<file path="config.mk">
export PLATFORM = sky130hd
export DESIGN_NAME = interdevice_link_hub
export DESIGN_NICKNAME = d
export VERILOG_FILES = /design/src/rtl/interdevice_link_hub.sv
export SDC_FILE = /design/constraint.sdc
export NUM_CORES = 1
export LEC_CHECK = 0
export BUFFER_PORTS_ARGS = -buffer_cell sky130_fd_sc_hd__buf_2
export CAP_MARGIN = 40
export CORE_MARGIN = 5
export CORE_UTILIZATION = 61
export CTS_CLUSTER_SIZE = 30
export DETAILED_ROUTE_END_ITERATION = 16
export PLACE_DENSITY = 0.91
export SLEW_MARGIN = 20
export SYNTH_ARGS = -nofsm -noshare
export SYNTH_HDL_FRONTEND = slang
export SYNTH_SLANG_ARGS = --single-unit
export TNS_END_PERCENT = 50
</file>
<file path="constraint.sdc">
create_clock -name cpuclk -period 13.33 [get_ports cpuclk]
set_clock_uncertainty 0.15 [all_clocks]
set_input_delay 2.666 -clock cpuclk [delete_from_list [all_inputs] [get_ports cpuclk]]
set_output_delay 2.666 -clock cpuclk [all_outputs]
set_load 0.05 [all_outputs]
</file>
<file path="src/rtl/interdevice_link_hub.sv">
`default_nettype none
// ============================================================================
//  Module   : interdevice_link_hub
//  Purpose  : Bridges the router-side flit stream to NUM_LINKS direct device
//             links. TX flits are buffered and broadcast to every link, and
//             retire once all links have taken them. RX flits are picked
//             round-robin, filtered on checksum and destination, then
//             buffered. Drops are counted per reason.
//  Flit     : {dst_id[NODE_ID_W], payload[PAYLOAD_W], checksum[CSUM_W]}
//             checksum = XOR-fold of {dst_id, payload} in CSUM_W-bit chunks,
//             starting at bit 0 and zero-padding the top chunk.
//  Revision : 1.0 - initial release
// ============================================================================

// ----------------------------------------------------------------------------
//  ilh_fifo : pointer-compare FIFO with wrap bit, registered storage
// ----------------------------------------------------------------------------
module ilh_fifo #(
   parameter int DEPTH = 4,
   parameter int WIDTH = 32
) (
   input  logic             clk,
   input  logic             rst,
   input  logic             i_push,
   input  logic [WIDTH-1:0] i_din,
   input  logic             i_pop,
   output logic [WIDTH-1:0] o_dout,
   output logic             o_full,
   output logic             o_empty
);
   localparam int c_AW = $clog2(DEPTH);

   logic [WIDTH-1:0] r_mem [DEPTH];
   logic [c_AW:0]    r_wr_ptr;
   logic [c_AW:0]    r_rd_ptr;
   logic             w_do_push;
   logic             w_do_pop;

   // Full when the wrap bits differ but the index bits match.
   assign o_empty   = (r_wr_ptr == r_rd_ptr);
   assign o_full    = (r_wr_ptr[c_AW] != r_rd_ptr[c_AW]) &&
                      (r_wr_ptr[c_AW-1:0] == r_rd_ptr[c_AW-1:0]);
   // No bypass: a full FIFO refuses a push even when popping this cycle.
   assign w_do_push = i_push && !o_full;
   assign w_do_pop  = i_pop && !o_empty;
   assign o_dout    = r_mem[r_rd_ptr[c_AW-1:0]];

   // Storage write; contents need no reset since the pointers gate visibility.
   always_ff @(posedge clk) begin
      if (w_do_push) begin
         r_mem[r_wr_ptr[c_AW-1:0]] <= i_din;
      end
   end

   // Pointer update; reset empties the FIFO.
   always_ff @(posedge clk) begin
      if (rst) begin
         r_wr_ptr <= '0;
         r_rd_ptr <= '0;
      end else begin
         if (w_do_push) r_wr_ptr <= r_wr_ptr + 1'b1;
         if (w_do_pop)  r_rd_ptr <= r_rd_ptr + 1'b1;
      end
   end
endmodule

// ----------------------------------------------------------------------------
//  interdevice_link_hub : top level
// ----------------------------------------------------------------------------
module interdevice_link_hub #(
   parameter int                    NUM_LINKS     = 2,
   parameter int                    TX_FIFO_DEPTH = 4,
   parameter int                    RX_FIFO_DEPTH = 4,
   parameter int                    NODE_ID_W     = 4,
   parameter int                    PAYLOAD_W     = 20,
   parameter int                    CSUM_W        = 8,
   parameter logic [NODE_ID_W-1:0]  BROADCAST_ID  = '1,
   parameter int                    CNT_WIDTH     = 16,
   localparam int                   FLIT_W        = NODE_ID_W + PAYLOAD_W + CSUM_W
) (
   input  logic                             cpuclk,
   input  logic                             rst,
   input  logic [NODE_ID_W-1:0]             this_node_id,
   // router -> hub
   input  logic [FLIT_W-1:0]                interdevice_tx_flit,
   input  logic                             interdevice_tx_valid,
   output logic                             interdevice_tx_ready,
   // hub -> router
   output logic [FLIT_W-1:0]                interdevice_rx_flit,
   output logic                             interdevice_rx_valid,
   input  logic                             interdevice_rx_ready,
   // links -> hub
   input  logic [NUM_LINKS-1:0][FLIT_W-1:0] flit_rx,
   input  logic [NUM_LINKS-1:0]             flit_rx_valid,
   output logic [NUM_LINKS-1:0]             flit_rx_ready,
   // hub -> links
   output logic [FLIT_W-1:0]                flit_tx,
   output logic [NUM_LINKS-1:0]             flit_tx_valid,
   input  logic [NUM_LINKS-1:0]             flit_tx_ready,
   // drop statistics
   output logic [CNT_WIDTH-1:0]             drop_checksum_count,
   output logic [CNT_WIDTH-1:0]             drop_dst_count
);
   localparam int c_LINK_W = (NUM_LINKS > 1) ? $clog2(NUM_LINKS) : 1;
   localparam int c_HDR_W  = FLIT_W - CSUM_W;

   // Checksum over the header: XOR of CSUM_W-bit chunks from bit 0 upward.
   function automatic logic [CSUM_W-1:0] calculate_checksum_comb(
      input logic [c_HDR_W-1:0] i_hdr
   );
      logic [CSUM_W-1:0] v_acc;
      v_acc = '0;
      for (int c = 0; c < c_HDR_W; c += CSUM_W) begin
         v_acc = v_acc ^ CSUM_W'(i_hdr >> c);
      end
      return v_acc;
   endfunction

   // Link index plus offset, wrapped modulo NUM_LINKS.
   function automatic logic [c_LINK_W-1:0] f_link_wrap(
      input logic [c_LINK_W-1:0] i_base,
      input int                  i_off
   );
      int v_sum;
      v_sum = int'(i_base) + i_off;
      if (v_sum >= NUM_LINKS) v_sum = v_sum - NUM_LINKS;
      return c_LINK_W'(v_sum);
   endfunction

   // ------------------------------------------------------------------ TX --
   logic                 w_tx_full;
   logic                 w_tx_empty;
   logic                 w_tx_push;
   logic                 w_tx_pop;
   logic [FLIT_W-1:0]    w_tx_head;
   logic [NUM_LINKS-1:0] w_tx_valid;
   logic [NUM_LINKS-1:0] w_tx_done;
   logic [NUM_LINKS-1:0] r_sent_mask;

   assign interdevice_tx_ready = !w_tx_full && !rst;
   assign w_tx_push            = interdevice_tx_valid && interdevice_tx_ready;
   // A link that already took the head stays quiet until the next head.
   assign w_tx_valid           = (!w_tx_empty && !rst) ? ~r_sent_mask : '0;
   assign w_tx_done            = r_sent_mask | (w_tx_valid & flit_tx_ready);
   assign w_tx_pop             = !w_tx_empty && (&w_tx_done);
   assign flit_tx              = w_tx_head;
   assign flit_tx_valid        = w_tx_valid;

   ilh_fifo #(
      .DEPTH (TX_FIFO_DEPTH),
      .WIDTH (FLIT_W)
   ) u_tx_fifo (
      .clk     (cpuclk),
      .rst     (rst),
      .i_push  (w_tx_push),
      .i_din   (interdevice_tx_flit),
      .i_pop   (w_tx_pop),
      .o_dout  (w_tx_head),
      .o_full  (w_tx_full),
      .o_empty (w_tx_empty)
   );

   // Track which links have accepted the current head; clear on retirement.
   always_ff @(posedge cpuclk) begin
      if (rst) begin
         r_sent_mask <= '0;
      end else if (&w_tx_done) begin
         r_sent_mask <= '0;
      end else begin
         r_sent_mask <= w_tx_done;
      end
   end

   // ------------------------------------------------------------------ RX --
   logic [c_LINK_W-1:0]  r_rr_ptr;
   logic [c_LINK_W-1:0]  w_grant;
   logic                 w_any_valid;
   logic                 w_rx_full;
   logic                 w_rx_empty;
   logic                 w_rx_hs;
   logic                 w_rx_push;
   logic                 w_rx_pop;
   logic [FLIT_W-1:0]    w_sel_flit;
   logic [NODE_ID_W-1:0] w_sel_dst;
   logic                 w_csum_ok;
   logic                 w_dst_ok;
   logic [NUM_LINKS-1:0] w_rx_ready_vec;
   logic [CNT_WIDTH-1:0] r_drop_csum;
   logic [CNT_WIDTH-1:0] r_drop_dst;

   // Round-robin search: first valid link at or above r_rr_ptr, with wrap.
   always_comb begin
      w_grant     = '0;
      w_any_valid = 1'b0;
      for (int k = 0; k < NUM_LINKS; k++) begin
         if (!w_any_valid && flit_rx_valid[f_link_wrap(r_rr_ptr, k)]) begin
            w_any_valid = 1'b1;
            w_grant     = f_link_wrap(r_rr_ptr, k);
         end
      end
   end

   // Dropped flits are still handshaken, so the filter only gates the push.
   assign w_rx_hs    = w_any_valid && !w_rx_full && !rst;
   assign w_sel_flit = flit_rx[w_grant];
   assign w_sel_dst  = w_sel_flit[FLIT_W-1 -: NODE_ID_W];
   assign w_csum_ok  = (calculate_checksum_comb(w_sel_flit[FLIT_W-1:CSUM_W]) ==
                        w_sel_flit[CSUM_W-1:0]);
   assign w_dst_ok   = (w_sel_dst == this_node_id) || (w_sel_dst == BROADCAST_ID);
   assign w_rx_push  = w_rx_hs && w_csum_ok && w_dst_ok;
   assign w_rx_pop   = interdevice_rx_valid && interdevice_rx_ready;

   // Only the granted link sees ready.
   always_comb begin
      w_rx_ready_vec = '0;
      if (w_rx_hs) w_rx_ready_vec[w_grant] = 1'b1;
   end
   assign flit_rx_ready = w_rx_ready_vec;

   ilh_fifo #(
      .DEPTH (RX_FIFO_DEPTH),
      .WIDTH (FLIT_W)
   ) u_rx_fifo (
      .clk     (cpuclk),
      .rst     (rst),
      .i_push  (w_rx_push),
      .i_din   (w_sel_flit),
      .i_pop   (w_rx_pop),
      .o_dout  (interdevice_rx_flit),
      .o_full  (w_rx_full),
      .o_empty (w_rx_empty)
   );

   assign interdevice_rx_valid = !w_rx_empty && !rst;

   // Advance the round-robin pointer past the link just served.
   always_ff @(posedge cpuclk) begin
      if (rst) begin
         r_rr_ptr <= '0;
      end else if (w_rx_hs) begin
         r_rr_ptr <= f_link_wrap(w_grant, 1);
      end
   end

   // Saturating drop counters; checksum failures take precedence.
   always_ff @(posedge cpuclk) begin
      if (rst) begin
         r_drop_csum <= '0;
         r_drop_dst  <= '0;
      end else if (w_rx_hs) begin
         if (!w_csum_ok) begin
            if (r_drop_csum != '1) r_drop_csum <= r_drop_csum + 1'b1;
         end else if (!w_dst_ok) begin
            if (r_drop_dst != '1) r_drop_dst <= r_drop_dst + 1'b1;
         end
      end
   end

   assign drop_checksum_count = r_drop_csum;
   assign drop_dst_count      = r_drop_dst;
endmodule
`default_nettype wire

</file>
# Word-level counts from Yosys, hierarchy flattened
# Memory sizes are Yosys's and may differ from the RTL's. A register that Yosys moved wholly into a read port is not among the register bits.
# Cells that the tools add are included.
word_totals:
  memories: 2
  ramBits: 256
  elab_cells: 100
  output_inout_bits: 102
  reg_bits: 47
op_classes:
  n_mux: 25
  n_lt_le_gt_ge: 7
  add_sub_neg: 11
  n_eq_ne: 11
  bitwise_logic: 7
  n_reduce_logical: 29
mem_list:
  columns: ["name", "depth", "word_bits", "read_ports", "rd_clocked_by_memory_dff", "write_ports", "line_no", "rtl"]
  rows:
  - ["u_rx_fifo.r_mem", 4, 32, 1, 1, 1, "33", "logic [WIDTH-1:0] r_mem [DEPTH];"]
  - ["u_tx_fifo.r_mem", 4, 32, 1, 1, 1, "33", null]
op_table:
  columns: ["cell", "count"]
  rows:
  - ["two-way mux 32 bit", 2]
  - ["adder 16 x 1 -> 16 bit (second input constant)", 2]
  - ["!= test 16 bit (second input constant)", 2]
  - ["logical AND 1 bit", 18]
  - ["two-way mux 1 bit", 16]
  - ["bitwise XOR 8 bit", 2]
  - ["adder 3 x 1 -> 3 bit (second input constant)", 4]
  - ["two-way mux 2 bit", 6]
  - ["== test 8 bit", 1]
  - ["== test 3 bit", 2]
  - ["zero test 1 bit", 6]
  - ["< comparator 1 x 2 -> 1 bit (second input constant)", 3]
  - ["adder 1 x 1 -> 2 bit (second input constant)", 2]
  - ["== test 2 bit", 2]
  - ["== test 4 bit", 1]
  - ["== test 4 bit (second input constant)", 1]
  - [">= comparator 2 bit (second input constant)", 2]
  - ["AND reduction 4 bit", 1]
  - ["AND reduction 3 bit", 1]
  - ["subtractor 1 bit (second input constant)", 3]
  - ["bitwise AND 2 bit", 1]
  - [">= comparator 1 x 2 -> 1 bit (second input constant)", 1]
  - ["!= test 1 bit", 2]
  - ["inverter 1 bit", 2]
  - ["other kinds (7)", 7]

# Logic depth before layout (Yosys ltp)
depth:
  depth_word: 18
  depth_mapped: 9
  ltp_nobuf: 8

# By module
# From an unflattened synthesis, not the netlist that was laid out.
unflattened:
  hier_cells: 875
  area_unflattened_um2: 13247.7
modules_own_cells:
  columns: ["module", "seq_area_each_um2", "area_each_um2", "cells_per_inst", "instances"]
  rows:
  - ["ilh_fifo", 4003.8, 5177.5, 235, 2]
  - ["interdevice_link_hub", 700.7, 2892.8, 405, 1]

# Worst setup path before layout
# Ideal clock, no wire load.
synth_timing:
  kind: "input port to flip-flop"
  start: "in flit_rx_valid[1]"
  end: "mem u_rx_fifo.r_mem[3][0], enable pin"
  n_path_buf: 2
  stages: 6
  setup_ns: 0.473
  t_arrival_ns: 6.565
  setup_slack_ns: 6.142
  required_time_ns: 12.707
  path_cell_list: "buf_2 > and2_4 > buf_2 > nor2_1 > a21oi_1 > nor3b_1"
synth_between:
  elab_chain_len: 16
  elab_cells_between_ends: 25
  classes_between: "eq/ne (3); mux (12); bitwise (2); reduce/logical (8)"
synth_rtl:
  columns: ["element", "line_no", "rtl"]
  rows:
  - ["start, declared", "94", "input logic [NUM_LINKS-1:0] flit_rx_valid,"]
  - ["two-way mux 1 bit (implied by the code) (2 in series)", "196", "if (!w_any_valid && flit_rx_valid[f_link_wrap(r_rr_ptr, k)]) begin"]
  - ["two-way mux 1 bit", "196", null]
  - ["zero test 1 bit", "196", null]
  - ["logical AND 1 bit", "196", null]
  - ["two-way mux 1 bit", "196", null]
  - ["two-way mux 32 bit (implied by the code) (2 in series)", "205", "assign w_sel_flit = flit_rx[w_grant];"]
  - ["bitwise XOR 8 bit (2 in series)", "114", "v_acc = v_acc ^ CSUM_W'(i_hdr >> c);"]
  - ["== test 8 bit", "207", "assign w_csum_ok = (calculate_checksum_comb(w_sel_flit[FLIT_W-1:CSUM_W]) =="]
  - ["logical AND 1 bit", "210", "assign w_rx_push = w_rx_hs && w_csum_ok && w_dst_ok;"]
  - ["logical AND 1 bit (*)", "210", null]
  - ["logical AND 1 bit (*)", "44", "assign w_do_push = i_push && !o_full;"]
  - ["two-way mux 1 bit (*)", "50", "if (w_do_push) begin"]
  - ["two-way mux 1 bit (implied by the code) (*)", "51", "r_mem[r_wr_ptr[c_AW-1:0]] <= i_din;"]
  - ["end, declared", "33", null]
# Mark *: on every way between the ends. The rest lies on a longest branch, timed or not. The select of a mux whose other input is x is not followed.

# Worst setup path after layout
layout_timing:
  start: "in rst"
  end: "out flit_rx_ready[0]"
layout_between:
  elab_chain_len: 3
layout_rtl:
  columns: ["element", "line_no", "rtl"]
  rows:
  - ["start, declared", "82", "input logic rst,"]
  - ["zero test 1 bit", "204", "assign w_rx_hs = w_any_valid && !w_rx_full && !rst;"]
  - ["logical AND 1 bit", "204", null]
  - ["two-way mux 2 bit", "216", "if (w_rx_hs) w_rx_ready_vec[w_grant] = 1'b1;"]
  - ["end, declared", "95", "output logic [NUM_LINKS-1:0] flit_rx_ready,"]
# Every way passes these cells.

==> impl_results.md <==
- Mux cell area share after synthesis: 0.149
- CTS resizes: 0
- Tmin final: 6.95 ns
- Largest family of logic cells by synthesized area: multiplexers
- Mapped Area: 12,700 µm²
- Top cells by area, synth: edfxtp_1, mux4_2, dfxtp_1, xnor2_1, mux2_2
- Fin nets: 1,095
- Peak VDD IR: between 0.1 and 0.15 mV
- Cell family with most CP delay: buffers and inverters
- Tot Pwr: 2.04 mW
- Drt total wl: 28,100 µm
- Most frequent cells after synthesis: edfxtp_1, mux4_2, xnor2_1
- Simple-gate share of the synthesized area: 0.0600
- Post-synthesis sequential area ratio: 0.684
- Pin count of the biggest net entering global routing: 52
- Pleak: 5.31 nW
- Row count: 52
- CTS Root Cell: clkbuf_16
- Sink Count: between 300 and 400
- Drt initial violations: 650
- Crit. path cell count: 6
- First-pass GRT wire length: 43,700 µm
- Max_cap viols: 0
- Core footprint: 20,400 µm²
- Buffers inserted by post-CTS timing repair: 0
- Crit-path max cell delay: 0.38 ns
- Vias in the first global route: about 7,700
- Drt via density: roughly 5.9
- Port Buffer Count: 209
- R2R cell count: 8
- Worst-path fanout max: 51
- Post-route ant nets: 0
- Worst-path clk slew: ~0.06 ns
- Total CTS buffers: 30
- Peak Freq: 144 MHz
- Fraction of final layout cells sized beyond drive strength 1: 0.379
- Longest Clk Path Bufs: 3
- Status: complete, no violations
- Mapped Cells: 747
- Vias: 7,502
- Ys Warns: 0
- DRT Pass-1 Iters: 5
- Fillers: between 1,000 and 1,500
- CP Cell Sequence: buf_2 -> buf_4 -> inv_1 -> o311ai_4 -> nor2_1 -> buf_2
- Synth Register Bits: a little over 300
- Initial antenna violation count: 3
- Slowest CP cell: inv_1
- CP Class: in -> out
- CTS tree: done
- Synth Area in XOR/XNOR: 0.0468
- CP Buf/Inv Count: 4
- Crit path launch type: input port
- Wirelength per Cell: 22.1 µm
- CP Data Required Time: 10.51 ns
- Asr flop ratio synth: 0
- Final Hold Fails: 0
- Post-synth top area share: 0.604
- Setup TNS: 0 ns
- Cell variety after synth: 52
- Hold Path Stages: 1
- Gr ovfl total: 0
- Area delta synth->final: 18.4%
- Slew Limit Fails: 0
- Cell mode on critical path: buf_2
- Critical path arrival: 4.13 ns
- RSZ-0062 raised after global routing: no
- Clk_lat worst skew: 0.53 ns
- Synth Area per Inst: approximately 17 µm²
- Ys flop type: edfxtp_1
- Die extent in x: 154 µm
- Cts hold-fix bufs: 0
- Largest area contributor in the netlist: edfxtp_1
- Final setup fails: 0
- Worst-Margin Slew: 0.664 ns
- Post-synth EDFFs: approximately 260
- Post-route clock period utilization: 0.521
- Rel. slew slack: 0.558
- H-tree depth: 1
- Power Density: 135 nW/µm²
- Final worst hold slack: around 0.33 ns
- Synth Area in Adders: 0.0118
- Cell with the most instances after synthesis: edfxtp_1
- RePlAce Congestion: 0.936
- Compound-Gate Fraction of Synth Area: 0.0335
- Chip height: 154 µm
- Global Route Usage Sum: 0.233
- Worst setup EP type: output port
- Num ports: 210
- Residual DRC: 0
- Starting Density: 0.625
- Syn_nets: approximately 870
- Die Area: 23,900 µm²
- Post-DP HPWL: roughly 19,000 µm
- Hold WC Path Type: reg -> reg
final cells by class:
| type | instances | area (µm²) | share of cell area |
|---|---|---|---|
| inverters | 15 | 56.3 | 0.00373 |
| clock buffers | 36 | 795 | 0.0527 |
| flip-flops and latches | 307 | 8710 | 0.578 |
| diodes | 3 | 7.51 | 0.000498 |
| well taps | 270 | 338 | 0.0224 |
| clock inverters | 18 | 159 | 0.0105 |
| multi-input cells | 396 | 3840 | 0.255 |
| repair buffers | 225 | 1170 | 0.0776 |
per-stage QoR:
step,worst slack [ns],cell area (µm²),util,instances
CTS,6.39,15100,0.740,1266
floorplan,6.14,12700,-,747
finish,6.38,15100,0.740,1270
global placement,6.43,14100,0.692,1210
detailed placement,6.40,14100,0.693,1212
global route,6.24,15100,0.740,1269
where the power goes:
| group | switching [mW] | leakage, nW | internal [mW] |
|---|---|---|---|
| sequential | 0.00611 | 2.73 | 1.06 |
| combinational | 0.107 | 2.13 | 0.0595 |
| clock | 0.331 | 0.459 | 0.479 |
| total | 0.444 | 5.31 | 1.60 |
cell families (layout without fill, tap and decap cells):
kind of cell | after synthesis | after routing
flip-flops | 307 | 307
AND/OR/NAND/NOR | 145 | 145
multiplexers | 106 | 106
XOR/XNOR | 68 | 68
AO/OA/AOI/OAI | 65 | 65
buffers and inverters | 44 | 294
adder cells (fa/ha/maj) | 12 | 12
other | 0 | 3
registers in the layout, indices dropped and copies added, names as in the netlist, named ones only:
signal and count:
drop_dst_count 16, u_rx_fifo.r_rd_ptr 3, drop_checksum_count 16, u_tx_fifo.r_mem 128, u_tx_fifo.r_wr_ptr 3, u_rx_fifo.r_wr_ptr 3
u_rx_fifo.r_mem 128, r_rr_ptr 1, u_tx_fifo.r_rd_ptr 3, r_sent_mask 2
routing by layer:
metal  vias up  GRT usage  share of wire
li1       3393          -              -
met1      3726      0.331           0.39
met2       324      0.380           0.50
met3        57     0.0380          0.077
met4         2     0.0681          0.028
met5         -          0        0.00025
placed cells by master, fill, tap and decap left out, drive strengths merged, types with 2 or more instances in the layout:
cell	count
a2111oi	2
a211o	2
a21boi	2
a21oi	23
a311oi	3
a31o	2
a41o	2
and2	9
and3	12
buf	225
bufinv	3
clkbuf	36
clkinv	12
clkinvlp	2
dfxtp	51
diode	3
edfxtp	256
ha	12
inv	16
mux2	32
mux2i	10
mux4	64
nand2	28
nand3	15
nand4	14
nor2	33
nor2b	2
nor3	6
nor4	4
o21ai	19
o221ai	2
or2	4
or3	15
xnor2	52
xor2	16
final timing paths:
kind,slack [ns],startpoint,end
min,0.33,r_rr_ptr,r_rr_ptr
max reg2reg,10.30,r_rr_ptr,drop_dst_count[13]
min reg2reg,0.33,r_rr_ptr,r_rr_ptr
max,6.38,rst,flit_rx_ready[0]
worst reg2reg max path: stages (launching register included):
cell       delay (ns)
dfxtp_1          0.35
nand2b_4         0.17
and2_4           0.36
o32ai_1          0.15
a31oi_1          0.45
o2111ai_2        0.50
buf_6            0.30
or3_1            0.36
a21oi_1          0.17
No activity file was read; power rests on OpenSTA's default activity.
